### src/rtl/des_pkg.sv
// des_pkg -- shared constants and helpers for the DES core.
//   Holds the FIPS 46-3 permutation tables (IP, FP, E, P, PC1, PC2), the
//   S-box contents, the key-schedule shift constant and the FSM state type.
//   Every vector uses FIPS numbering: bit 1 is the MSB.
package des_pkg;

   typedef enum logic [1:0] {S_IDLE, S_RUN, S_DONE} state_e;

   localparam int IP_T [1:64] = '{
      58, 50, 42, 34, 26, 18, 10, 2,  60, 52, 44, 36, 28, 20, 12, 4,
      62, 54, 46, 38, 30, 22, 14, 6,  64, 56, 48, 40, 32, 24, 16, 8,
      57, 49, 41, 33, 25, 17,  9, 1,  59, 51, 43, 35, 27, 19, 11, 3,
      61, 53, 45, 37, 29, 21, 13, 5,  63, 55, 47, 39, 31, 23, 15, 7};

   localparam int FP_T [1:64] = '{
      40, 8, 48, 16, 56, 24, 64, 32,  39, 7, 47, 15, 55, 23, 63, 31,
      38, 6, 46, 14, 54, 22, 62, 30,  37, 5, 45, 13, 53, 21, 61, 29,
      36, 4, 44, 12, 52, 20, 60, 28,  35, 3, 43, 11, 51, 19, 59, 27,
      34, 2, 42, 10, 50, 18, 58, 26,  33, 1, 41,  9, 49, 17, 57, 25};

   localparam int E_T [1:48] = '{
      32,  1,  2,  3,  4,  5,   4,  5,  6,  7,  8,  9,
       8,  9, 10, 11, 12, 13,  12, 13, 14, 15, 16, 17,
      16, 17, 18, 19, 20, 21,  20, 21, 22, 23, 24, 25,
      24, 25, 26, 27, 28, 29,  28, 29, 30, 31, 32,  1};

   localparam int P_T [1:32] = '{
      16,  7, 20, 21, 29, 12, 28, 17,   1, 15, 23, 26,  5, 18, 31, 10,
       2,  8, 24, 14, 32, 27,  3,  9,  19, 13, 30,  6, 22, 11,  4, 25};

   localparam int PC1_T [1:56] = '{
      57, 49, 41, 33, 25, 17,  9,   1, 58, 50, 42, 34, 26, 18,
      10,  2, 59, 51, 43, 35, 27,  19, 11,  3, 60, 52, 44, 36,
      63, 55, 47, 39, 31, 23, 15,   7, 62, 54, 46, 38, 30, 22,
      14,  6, 61, 53, 45, 37, 29,  21, 13,  5, 28, 20, 12,  4};

   localparam int PC2_T [1:48] = '{
      14, 17, 11, 24,  1,  5,   3, 28, 15,  6, 21, 10,
      23, 19, 12,  4, 26,  8,  16,  7, 27, 20, 13,  2,
      41, 52, 31, 37, 47, 55,  30, 40, 51, 45, 33, 48,
      44, 49, 39, 56, 34, 53,  46, 42, 50, 36, 29, 32};

   // Encryption left-shift per round 1..16 (index 0..15).
   localparam int KS_SHIFT [0:15] = '{1, 1, 2, 2, 2, 2, 2, 2, 1, 2, 2, 2, 2, 2, 2, 1};

   // Index is {b1, b6, b2..b5}: row in the upper two bits, column below.
   localparam int SBOX [0:7][0:63] = '{
      '{14, 4,13, 1, 2,15,11, 8, 3,10, 6,12, 5, 9, 0, 7,  0,15, 7, 4,14, 2,13, 1,10, 6,12,11, 9, 5, 3, 8,
         4, 1,14, 8,13, 6, 2,11,15,12, 9, 7, 3,10, 5, 0, 15,12, 8, 2, 4, 9, 1, 7, 5,11, 3,14,10, 0, 6,13},
      '{15, 1, 8,14, 6,11, 3, 4, 9, 7, 2,13,12, 0, 5,10,  3,13, 4, 7,15, 2, 8,14,12, 0, 1,10, 6, 9,11, 5,
         0,14, 7,11,10, 4,13, 1, 5, 8,12, 6, 9, 3, 2,15, 13, 8,10, 1, 3,15, 4, 2,11, 6, 7,12, 0, 5,14, 9},
      '{10, 0, 9,14, 6, 3,15, 5, 1,13,12, 7,11, 4, 2, 8, 13, 7, 0, 9, 3, 4, 6,10, 2, 8, 5,14,12,11,15, 1,
        13, 6, 4, 9, 8,15, 3, 0,11, 1, 2,12, 5,10,14, 7,  1,10,13, 0, 6, 9, 8, 7, 4,15,14, 3,11, 5, 2,12},
      '{ 7,13,14, 3, 0, 6, 9,10, 1, 2, 8, 5,11,12, 4,15, 13, 8,11, 5, 6,15, 0, 3, 4, 7, 2,12, 1,10,14, 9,
        10, 6, 9, 0,12,11, 7,13,15, 1, 3,14, 5, 2, 8, 4,  3,15, 0, 6,10, 1,13, 8, 9, 4, 5,11,12, 7, 2,14},
      '{ 2,12, 4, 1, 7,10,11, 6, 8, 5, 3,15,13, 0,14, 9, 14,11, 2,12, 4, 7,13, 1, 5, 0,15,10, 3, 9, 8, 6,
         4, 2, 1,11,10,13, 7, 8,15, 9,12, 5, 6, 3, 0,14, 11, 8,12, 7, 1,14, 2,13, 6,15, 0, 9,10, 4, 5, 3},
      '{12, 1,10,15, 9, 2, 6, 8, 0,13, 3, 4,14, 7, 5,11, 10,15, 4, 2, 7,12, 9, 5, 6, 1,13,14, 0,11, 3, 8,
         9,14,15, 5, 2, 8,12, 3, 7, 0, 4,10, 1,13,11, 6,  4, 3, 2,12, 9, 5,15,10,11,14, 1, 7, 6, 0, 8,13},
      '{ 4,11, 2,14,15, 0, 8,13, 3,12, 9, 7, 5,10, 6, 1, 13, 0,11, 7, 4, 9, 1,10,14, 3, 5,12, 2,15, 8, 6,
         1, 4,11,13,12, 3, 7,14,10,15, 6, 8, 0, 5, 9, 2,  6,11,13, 8, 1, 4,10, 7, 9, 5, 0,15,14, 2, 3,12},
      '{13, 2, 8, 4, 6,15,11, 1,10, 9, 3,14, 5, 0,12, 7,  1,15,13, 8,10, 3, 7, 4,12, 5, 6,11, 0,14, 9, 2,
         7,11, 4, 1, 9,12,14, 2, 0, 6,10,13,15, 3, 5, 8,  2, 1,14, 7, 4,10, 8,13,15,12, 9, 0, 3, 5, 6,11}};

   function automatic logic [1:64] perm_ip(input logic [1:64] x);
      logic [1:64] y;
      for (int i = 1; i <= 64; i++) y[i] = x[IP_T[i]];
      return y;
   endfunction

   function automatic logic [1:64] perm_fp(input logic [1:64] x);
      logic [1:64] y;
      for (int i = 1; i <= 64; i++) y[i] = x[FP_T[i]];
      return y;
   endfunction

   function automatic logic [1:48] perm_e(input logic [1:32] x);
      logic [1:48] y;
      for (int i = 1; i <= 48; i++) y[i] = x[E_T[i]];
      return y;
   endfunction

   function automatic logic [1:32] perm_p(input logic [1:32] x);
      logic [1:32] y;
      for (int i = 1; i <= 32; i++) y[i] = x[P_T[i]];
      return y;
   endfunction

   // Parity bits 8, 16, ..., 64 never appear in PC1, so they drop out here.
   function automatic logic [1:56] perm_pc1(input logic [1:64] x);
      logic [1:56] y;
      for (int i = 1; i <= 56; i++) y[i] = x[PC1_T[i]];
      return y;
   endfunction

   function automatic logic [1:48] perm_pc2(input logic [1:56] x);
      logic [1:48] y;
      for (int i = 1; i <= 48; i++) y[i] = x[PC2_T[i]];
      return y;
   endfunction

   // Rotation amount for 0-based round idx. Decryption walks the encryption
   // schedule backwards: round 1 uses C0D0 as-is (C16 == C0), round n then
   // undoes encryption round 18-n.
   function automatic logic [1:0] ks_shift(input logic enc, input logic [3:0] idx);
      logic [3:0] back;
      back = 4'd0 - idx;
      if (enc)              return 2'(KS_SHIFT[idx]);
      else if (idx == 4'd0) return 2'd0;
      else                  return 2'(KS_SHIFT[back]);
   endfunction

   function automatic logic [1:28] rot28(input logic [1:28] x, input logic left,
                                         input logic [1:0] amt);
      case ({left, amt})
         3'b101:  return {x[2:28], x[1]};
         3'b110:  return {x[3:28], x[1:2]};
         3'b001:  return {x[28], x[1:27]};
         3'b010:  return {x[27:28], x[1:26]};
         default: return x;
      endcase
   endfunction

endpackage

### src/rtl/S_block1.sv
// S_block1 -- DES S-box 1. b_i: 6-bit input [1:6]; s_o: 4-bit output [1:4].
module S_block1 import des_pkg::*; (
   input  logic [1:6] b_i,
   output logic [1:4] s_o
);
   assign s_o = 4'(SBOX[0][{b_i[1], b_i[6], b_i[2:5]}]);
endmodule

### src/rtl/S_block2.sv
// S_block2 -- DES S-box 2. b_i: 6-bit input [1:6]; s_o: 4-bit output [1:4].
module S_block2 import des_pkg::*; (
   input  logic [1:6] b_i,
   output logic [1:4] s_o
);
   assign s_o = 4'(SBOX[1][{b_i[1], b_i[6], b_i[2:5]}]);
endmodule

### src/rtl/S_block3.sv
// S_block3 -- DES S-box 3. b_i: 6-bit input [1:6]; s_o: 4-bit output [1:4].
module S_block3 import des_pkg::*; (
   input  logic [1:6] b_i,
   output logic [1:4] s_o
);
   assign s_o = 4'(SBOX[2][{b_i[1], b_i[6], b_i[2:5]}]);
endmodule

### src/rtl/S_block4.sv
// S_block4 -- DES S-box 4. b_i: 6-bit input [1:6]; s_o: 4-bit output [1:4].
module S_block4 import des_pkg::*; (
   input  logic [1:6] b_i,
   output logic [1:4] s_o
);
   assign s_o = 4'(SBOX[3][{b_i[1], b_i[6], b_i[2:5]}]);
endmodule

### src/rtl/S_block5.sv
// S_block5 -- DES S-box 5. b_i: 6-bit input [1:6]; s_o: 4-bit output [1:4].
module S_block5 import des_pkg::*; (
   input  logic [1:6] b_i,
   output logic [1:4] s_o
);
   assign s_o = 4'(SBOX[4][{b_i[1], b_i[6], b_i[2:5]}]);
endmodule

### src/rtl/S_block6.sv
// S_block6 -- DES S-box 6. b_i: 6-bit input [1:6]; s_o: 4-bit output [1:4].
module S_block6 import des_pkg::*; (
   input  logic [1:6] b_i,
   output logic [1:4] s_o
);
   assign s_o = 4'(SBOX[5][{b_i[1], b_i[6], b_i[2:5]}]);
endmodule

### src/rtl/S_block7.sv
// S_block7 -- DES S-box 7. b_i: 6-bit input [1:6]; s_o: 4-bit output [1:4].
module S_block7 import des_pkg::*; (
   input  logic [1:6] b_i,
   output logic [1:4] s_o
);
   assign s_o = 4'(SBOX[6][{b_i[1], b_i[6], b_i[2:5]}]);
endmodule

### src/rtl/S_block8.sv
// S_block8 -- DES S-box 8. b_i: 6-bit input [1:6]; s_o: 4-bit output [1:4].
module S_block8 import des_pkg::*; (
   input  logic [1:6] b_i,
   output logic [1:4] s_o
);
   assign s_o = 4'(SBOX[7][{b_i[1], b_i[6], b_i[2:5]}]);
endmodule

### src/rtl/des_round.sv
// des_round -- one combinational DES Feistel round.
//   l_i, r_i : input halves [1:32]
//   k_i      : round key [1:48]
//   l_o, r_o : output halves; l_o = r_i, r_o = l_i ^ P(S(E(r_i) ^ k_i))
module des_round import des_pkg::*; (
   input  logic [1:32] l_i,
   input  logic [1:32] r_i,
   input  logic [1:48] k_i,
   output logic [1:32] l_o,
   output logic [1:32] r_o
);

   logic [1:48] x;
   logic [1:32] s;

   assign x = perm_e(r_i) ^ k_i;

   S_block1 u_s1 (.b_i(x[1:6]),   .s_o(s[1:4]));
   S_block2 u_s2 (.b_i(x[7:12]),  .s_o(s[5:8]));
   S_block3 u_s3 (.b_i(x[13:18]), .s_o(s[9:12]));
   S_block4 u_s4 (.b_i(x[19:24]), .s_o(s[13:16]));
   S_block5 u_s5 (.b_i(x[25:30]), .s_o(s[17:20]));
   S_block6 u_s6 (.b_i(x[31:36]), .s_o(s[21:24]));
   S_block7 u_s7 (.b_i(x[37:42]), .s_o(s[25:28]));
   S_block8 u_s8 (.b_i(x[43:48]), .s_o(s[29:32]));

   assign l_o = r_i;
   assign r_o = l_i ^ perm_p(s);

endmodule

### src/rtl/des_decrypt_core.sv
// des_decrypt_core -- iterative DES block decryptor, ROUNDS_PER_CYCLE rounds
// per clock (1, 2, 4, 8 or 16), latency 16/ROUNDS_PER_CYCLE after accept.
//   clk, rst_n           : clock, async active-low reset
//   in_valid / in_ready  : input handshake for ciphertext and key (bit 1 = MSB)
//   out_valid / out_ready: output handshake for plaintext (zero when not valid)
//   busy                 : high while a block is in flight or waiting (RUN/DONE)
// Optional macro DES_DECRYPT_CORE_ENCRYPT_EN adds input 'encrypt', sampled at
// accept; 1 selects encryption (K1..K16, left-rotating key schedule).
module des_decrypt_core import des_pkg::*; #(
   parameter int ROUNDS_PER_CYCLE = 1
) (
   input  logic        clk,
   input  logic        rst_n,
   input  logic        in_valid,
   output logic        in_ready,
   input  logic [1:64] ciphertext,
   input  logic [1:64] key,
`ifdef DES_DECRYPT_CORE_ENCRYPT_EN
   input  logic        encrypt,
`endif
   output logic        out_valid,
   input  logic        out_ready,
   output logic [1:64] plaintext,
   output logic        busy
);

   state_e      state_q, state_d;
   logic [4:0]  rnd_q, rnd_d;          // rounds completed so far
   logic [1:32] l_q, l_d, r_q, r_d;
   logic [1:28] c_q, c_d, d_q, d_d;
   logic [1:64] pt_q, pt_d;
   logic        ov_q, ov_d;
   logic        enc_q;

`ifdef DES_DECRYPT_CORE_ENCRYPT_EN
   always_ff @(posedge clk or negedge rst_n) begin
      if (!rst_n)                            enc_q <= 1'b0;
      else if (state_q == S_IDLE && in_valid) enc_q <= encrypt;
   end
`else
   assign enc_q = 1'b0;
`endif

   // Round cascade: each stage rotates C/D for its own round number, then runs
   // the Feistel round with PC2 of the rotated key halves.
   logic [1:32] l_c [0:ROUNDS_PER_CYCLE];
   logic [1:32] r_c [0:ROUNDS_PER_CYCLE];
   logic [1:28] c_c [0:ROUNDS_PER_CYCLE];
   logic [1:28] d_c [0:ROUNDS_PER_CYCLE];

   assign l_c[0] = l_q;
   assign r_c[0] = r_q;
   assign c_c[0] = c_q;
   assign d_c[0] = d_q;

   for (genvar j = 0; j < ROUNDS_PER_CYCLE; j++) begin : g_rnd
      logic [1:0]  sh;
      logic [1:48] kn;
      assign sh         = ks_shift(enc_q, rnd_q[3:0] + 4'(j));
      assign c_c[j + 1] = rot28(c_c[j], enc_q, sh);
      assign d_c[j + 1] = rot28(d_c[j], enc_q, sh);
      assign kn         = perm_pc2({c_c[j + 1], d_c[j + 1]});
      des_round u_round (
         .l_i (l_c[j]),
         .r_i (r_c[j]),
         .k_i (kn),
         .l_o (l_c[j + 1]),
         .r_o (r_c[j + 1])
      );
   end

   always_comb begin
      state_d  = state_q;
      rnd_d    = rnd_q;
      l_d      = l_q;
      r_d      = r_q;
      c_d      = c_q;
      d_d      = d_q;
      pt_d     = pt_q;
      ov_d     = ov_q;
      in_ready = 1'b0;
      busy     = 1'b1;
      unique case (state_q)
         S_IDLE: begin
            in_ready = 1'b1;
            busy     = 1'b0;
            if (in_valid) begin
               {l_d, r_d} = perm_ip(ciphertext);
               {c_d, d_d} = perm_pc1(key);
               rnd_d      = '0;
               state_d    = S_RUN;
            end
         end
         S_RUN: begin
            l_d   = l_c[ROUNDS_PER_CYCLE];
            r_d   = r_c[ROUNDS_PER_CYCLE];
            c_d   = c_c[ROUNDS_PER_CYCLE];
            d_d   = d_c[ROUNDS_PER_CYCLE];
            rnd_d = rnd_q + 5'(ROUNDS_PER_CYCLE);
            if (rnd_q + 5'(ROUNDS_PER_CYCLE) == 5'd16) begin
               // Final swap: output is FP(R16 || L16).
               pt_d    = perm_fp({r_c[ROUNDS_PER_CYCLE], l_c[ROUNDS_PER_CYCLE]});
               ov_d    = 1'b1;
               rnd_d   = '0;
               state_d = S_DONE;
            end
         end
         S_DONE: begin
            if (out_ready) begin
               pt_d    = '0;
               ov_d    = 1'b0;
               state_d = S_IDLE;
            end
         end
         default: state_d = S_IDLE;
      endcase
   end

   always_ff @(posedge clk or negedge rst_n) begin
      if (!rst_n) begin
         state_q <= S_IDLE;
         rnd_q   <= '0;
         l_q     <= '0;
         r_q     <= '0;
         c_q     <= '0;
         d_q     <= '0;
         pt_q    <= '0;
         ov_q    <= 1'b0;
      end else begin
         state_q <= state_d;
         rnd_q   <= rnd_d;
         l_q     <= l_d;
         r_q     <= r_d;
         c_q     <= c_d;
         d_q     <= d_d;
         pt_q    <= pt_d;
         ov_q    <= ov_d;
      end
   end

   assign out_valid = ov_q;
   assign plaintext = pt_q;

endmodule

### config.mk
export PLATFORM = sky130hd
export DESIGN_NAME = des_decrypt_core
export DESIGN_NICKNAME = d
export VERILOG_FILES = /design/src/rtl/des_pkg.sv /design/src/rtl/S_block1.sv /design/src/rtl/S_block2.sv /design/src/rtl/S_block3.sv /design/src/rtl/S_block4.sv /design/src/rtl/S_block5.sv /design/src/rtl/S_block6.sv /design/src/rtl/S_block7.sv /design/src/rtl/S_block8.sv /design/src/rtl/des_round.sv /design/src/rtl/des_decrypt_core.sv
export SDC_FILE = /design/constraint.sdc
export NUM_CORES = 1
export LEC_CHECK = 0
export CAP_MARGIN = 30
export CORE_ASPECT_RATIO = 1.25
export CORE_MARGIN = 5
export CORE_UTILIZATION = 52
export DETAILED_ROUTE_END_ITERATION = 8
export PLACE_DENSITY = 0.76
export SYNTH_ARGS = -nofsm -noshare
export SYNTH_HDL_FRONTEND = slang
export SYNTH_SLANG_ARGS = --single-unit
export TNS_END_PERCENT = 100
### constraint.sdc
create_clock -name clk -period 5.8 [get_ports clk]
set_input_delay 1.16 -clock clk [delete_from_list [all_inputs] [get_ports clk]]
set_output_delay 1.16 -clock clk [all_outputs]
set_load 0.02 [all_outputs]
==> flow_summary.yaml <==
status:
  status: "complete, no violations"
place:
  finalWeightedCongestion: 0.942
  place_area_sq_um: 17600
  io_buffers: 190
  hpwl_mm: 37.6
sta:
  drv_slew: 0
  finalHoldViolCount: 0
  max_clock_freq_mhz: 189
  grt_setup_unrepaired: "no"
  min_period_over_period_pct: 91.2
  slew_headroom_pct: 34.1
  final.setup_skew_ns: 0.0149
  min_period_ns: 5.29
  setup_viol_count_final: 0
  fin_setup_tns_ns: 0
  worst-slew-pin-transition_ns: 0.987
worst_setup_path:
  critical_path_class: "reg -> reg"
  critPathTopFamily: "compound AO/OA/AOI/OAI gates"
  path_buf_inv: 3
  critPathRequiredTime_ns: 6.12
  critical_path_arrival_ns: 5.61
  critPathMostFrequentCell: "o21ai_0"
  r2r_slack_ns: 0.51
  path_max_fanout: 25
  slowest_delay_ns: 0.55
  path_cells: "inv_1, ha_1, nor2b_1, a21oi_1, o21ai_0, a21o_1, ha_2, inv_4, o21ai_0, xnor2_1, ha_1, nor3_1, a21oi_1, o221ai_1, nand2_1, a311oi_1, buf_4, xor2_1, o21ai_0"
  cp_slowest_cell: "o21ai_0"
  cp-end-kind: "flip-flop"
  startpoint_type: "flip-flop"
synthesis:
  yosys-top-cells-count: "249 x nand2_1, 192 x dfrtp_1, 147 x nor2_1, 141 x o21ai_0, 112 x a21oi_1"
  synth_top_family_by_area: "compound AO/OA/AOI/OAI gates"
  synthXorXnorAreaFrac_pct: 7.67
  yosys-top-cells-area: "dfrtp_1 32%, nand2_1 6.2%, ha_1 5.7%"
  synth.top_cell.area_share_pct: 31.7
  synthCells: 1852
  yosys.area.top_type: "dfrtp_1"
  syn_area_sq_um: 15100
  synthAdderAreaFrac_pct: 5.77
  synth_edf_count: 0
  synth_compound_area_share_pct: 25.8
  synth_cell_types: 71
  synthFlopType: "dfrtp_1"
  syn_nets: 2053
  yosysMostFrequentCell: "nand2_1"
  async_flop_share_pct: 100
  synth-simple-area-share_pct: 17.1
  synthMuxAreaShare_pct: 6.55
  avgSynthCellArea_sq_um: 8.18
  synth_seq_cells: 192
  yosysWarnings: 0
  yosysSeqAreaShare_pct: 31.7
global_route:
  grt_max_degree: 102
  grt-ovfl-total: 0
  grt_pass1_vias: 14257
  grt_use_total_pct: 30.8
  grt_antenna_before_repair: 0
  grt_pass1_wl_mm: 80.3
clock_tree:
  ctsHoldBuffers: 0
  clk_path_buf_depth: 2
  clock_sinks: 192
  numCtsBuffers: 17
  cts_tree: "built"
  post_cts_resized: 0
  postCtsSetupBuffers: 0
  ctsRootBufferMaster: "clkbuf_16"
  clk_pin_slew_worst_paths_ns: 0.09
  clock_latency_ns: 0.46
  cts_max_level: 4
floorplanning:
  io_pins: 199
  dieArea_sq_um: 32700
  die_y_um: 201
  initial_utilization_pct: 53.0
  rows: 69
  die_w_um: 163
  placeableCoreArea_sq_um: 28600
final_layout:
  multiInputGateArea_sq_um: 9570
  drive_gt1_share_pct: 8.52
  final_area_sq_um: 18200
  fillCellCount: 2492
  regArea_sq_um: 4810
  syn_to_final_growth_pct: 20.4
  nets: 2194
  diodes: 0
flow_run:
  drv_cap: 0
detailed_routing:
  drt_iter0_markers: 1938
  wl_mm: 51.8
  via_per_inst: 6.40
  route.antenna.remaining_nets: 0
  vias: 15324
  drc: 0
  routedWlPerCell_um: 21.6
  drtPass1Iterations: 6
hold_path:
  hold_class: "reg -> reg"
-- logic make-up after synthesis --
kind of cell             after synthesis
buffers and inverters                201
AO/OA/AOI/OAI                        596
adder cells (fa/ha/maj)               70
AND/OR/NAND/NOR                      592
XOR/XNOR                             125
multiplexers                          76
flip-flops                           192
-- path summary, 6_finish.rpt --
kind                                             from                        end  depth (start not counted)
worst max-delay path             rnd_q[0]$_DFFE_PN0P_   plaintext[2]$_DFFE_PN0P_                         19
worst min-delay path            out_valid$_DFFE_PN0P_      out_valid$_DFFE_PN0P_                          2
worst max register to register   rnd_q[0]$_DFFE_PN0P_   plaintext[2]$_DFFE_PN0P_                         19
worst min register to register  out_valid$_DFFE_PN0P_      out_valid$_DFFE_PN0P_                          2
max in group asynchronous                       rst_n        d_q[22]$_DFFE_PN0P_                          2
min in group asynchronous                       rst_n  plaintext[45]$_DFFE_PN0P_                          1
-- flip-flops by register name, indices dropped and copies added, names as in the netlist --
| register | cells |
|---|---|
| plaintext | 64 |
| l_q | 32 |
| r_q | 32 |
| c_q | 28 |
| d_q | 28 |
| rnd_q | 5 |
| state_q | 2 |
| out_valid | 1 |
-- worst register-to-register path, cell delays in order (launching register included) --
cell and delay [ns]:
dfrtp_1 0.50, inv_1 0.11, ha_1 0.24, nor2b_1 0.16, a21oi_1 0.20, o21ai_0 0.10, a21o_1 0.18, ha_2 0.49
inv_4 0.19, o21ai_0 0.56, xnor2_1 0.33, ha_1 0.39, nor3_1 0.41, a21oi_1 0.08, o221ai_1 0.20, nand2_1 0.08
a311oi_1 0.37, buf_4 0.20, xor2_1 0.26, o21ai_0 0.13
-- stage by stage --
| step | hold slack (ns) | setup WS (ns) | utilization [%] | std cells |
|---|---|---|---|---|
| final | 0.487 | 0.513 | 63.8 | 2396 |
| after global routing | 0.541 | 0.204 | 63.8 | 2396 |
| after CTS | 0.485 | 0.620 | 63.8 | 2396 |
| after detailed placement | 0.464 | 0.650 | 61.6 | 2364 |
| after global placement | 0.459 | 0.741 | 61.6 | 2364 |
| after floorplan | 0.486 | 1.02 | - | 1852 |
-- cell type report --
cell class | count | share of cell area, %
repair buffers | 271 | 13.9
clock inverters | 15 | 1.20
inverters | 52 | 1.08
clock buffers | 17 | 2.33
well taps | 390 | 2.68
flip-flops and latches | 192 | 26.3
multi-input cells | 1459 | 52.5
-- routing by layer --
layer	vias up	wire length [um]	part of all wire [%]	global-route usage, %
met1	7381	21000	41	42.6
met5	-	0	0	0
li1	7031	-	-	-
met4	0	1650	3.2	9.80
met2	825	24800	48	50.2
met3	87	4340	8.4	4.03
-- cell usage in the layout, fill, tap and decap left out, drive strengths merged, types with 63 or more instances in the layout --
cell type / instances
dfrtp: 192
nand3: 89
o21ai: 159
a21oi: 112
nor2: 148
buf: 82
a31oi: 63
xnor2: 77
ha: 69
nand2: 249
clkdlybuf4s50: 188
Power is not shown: default switching activity piles up to over one toggle a cycle in this logic, so the estimate is an artifact.
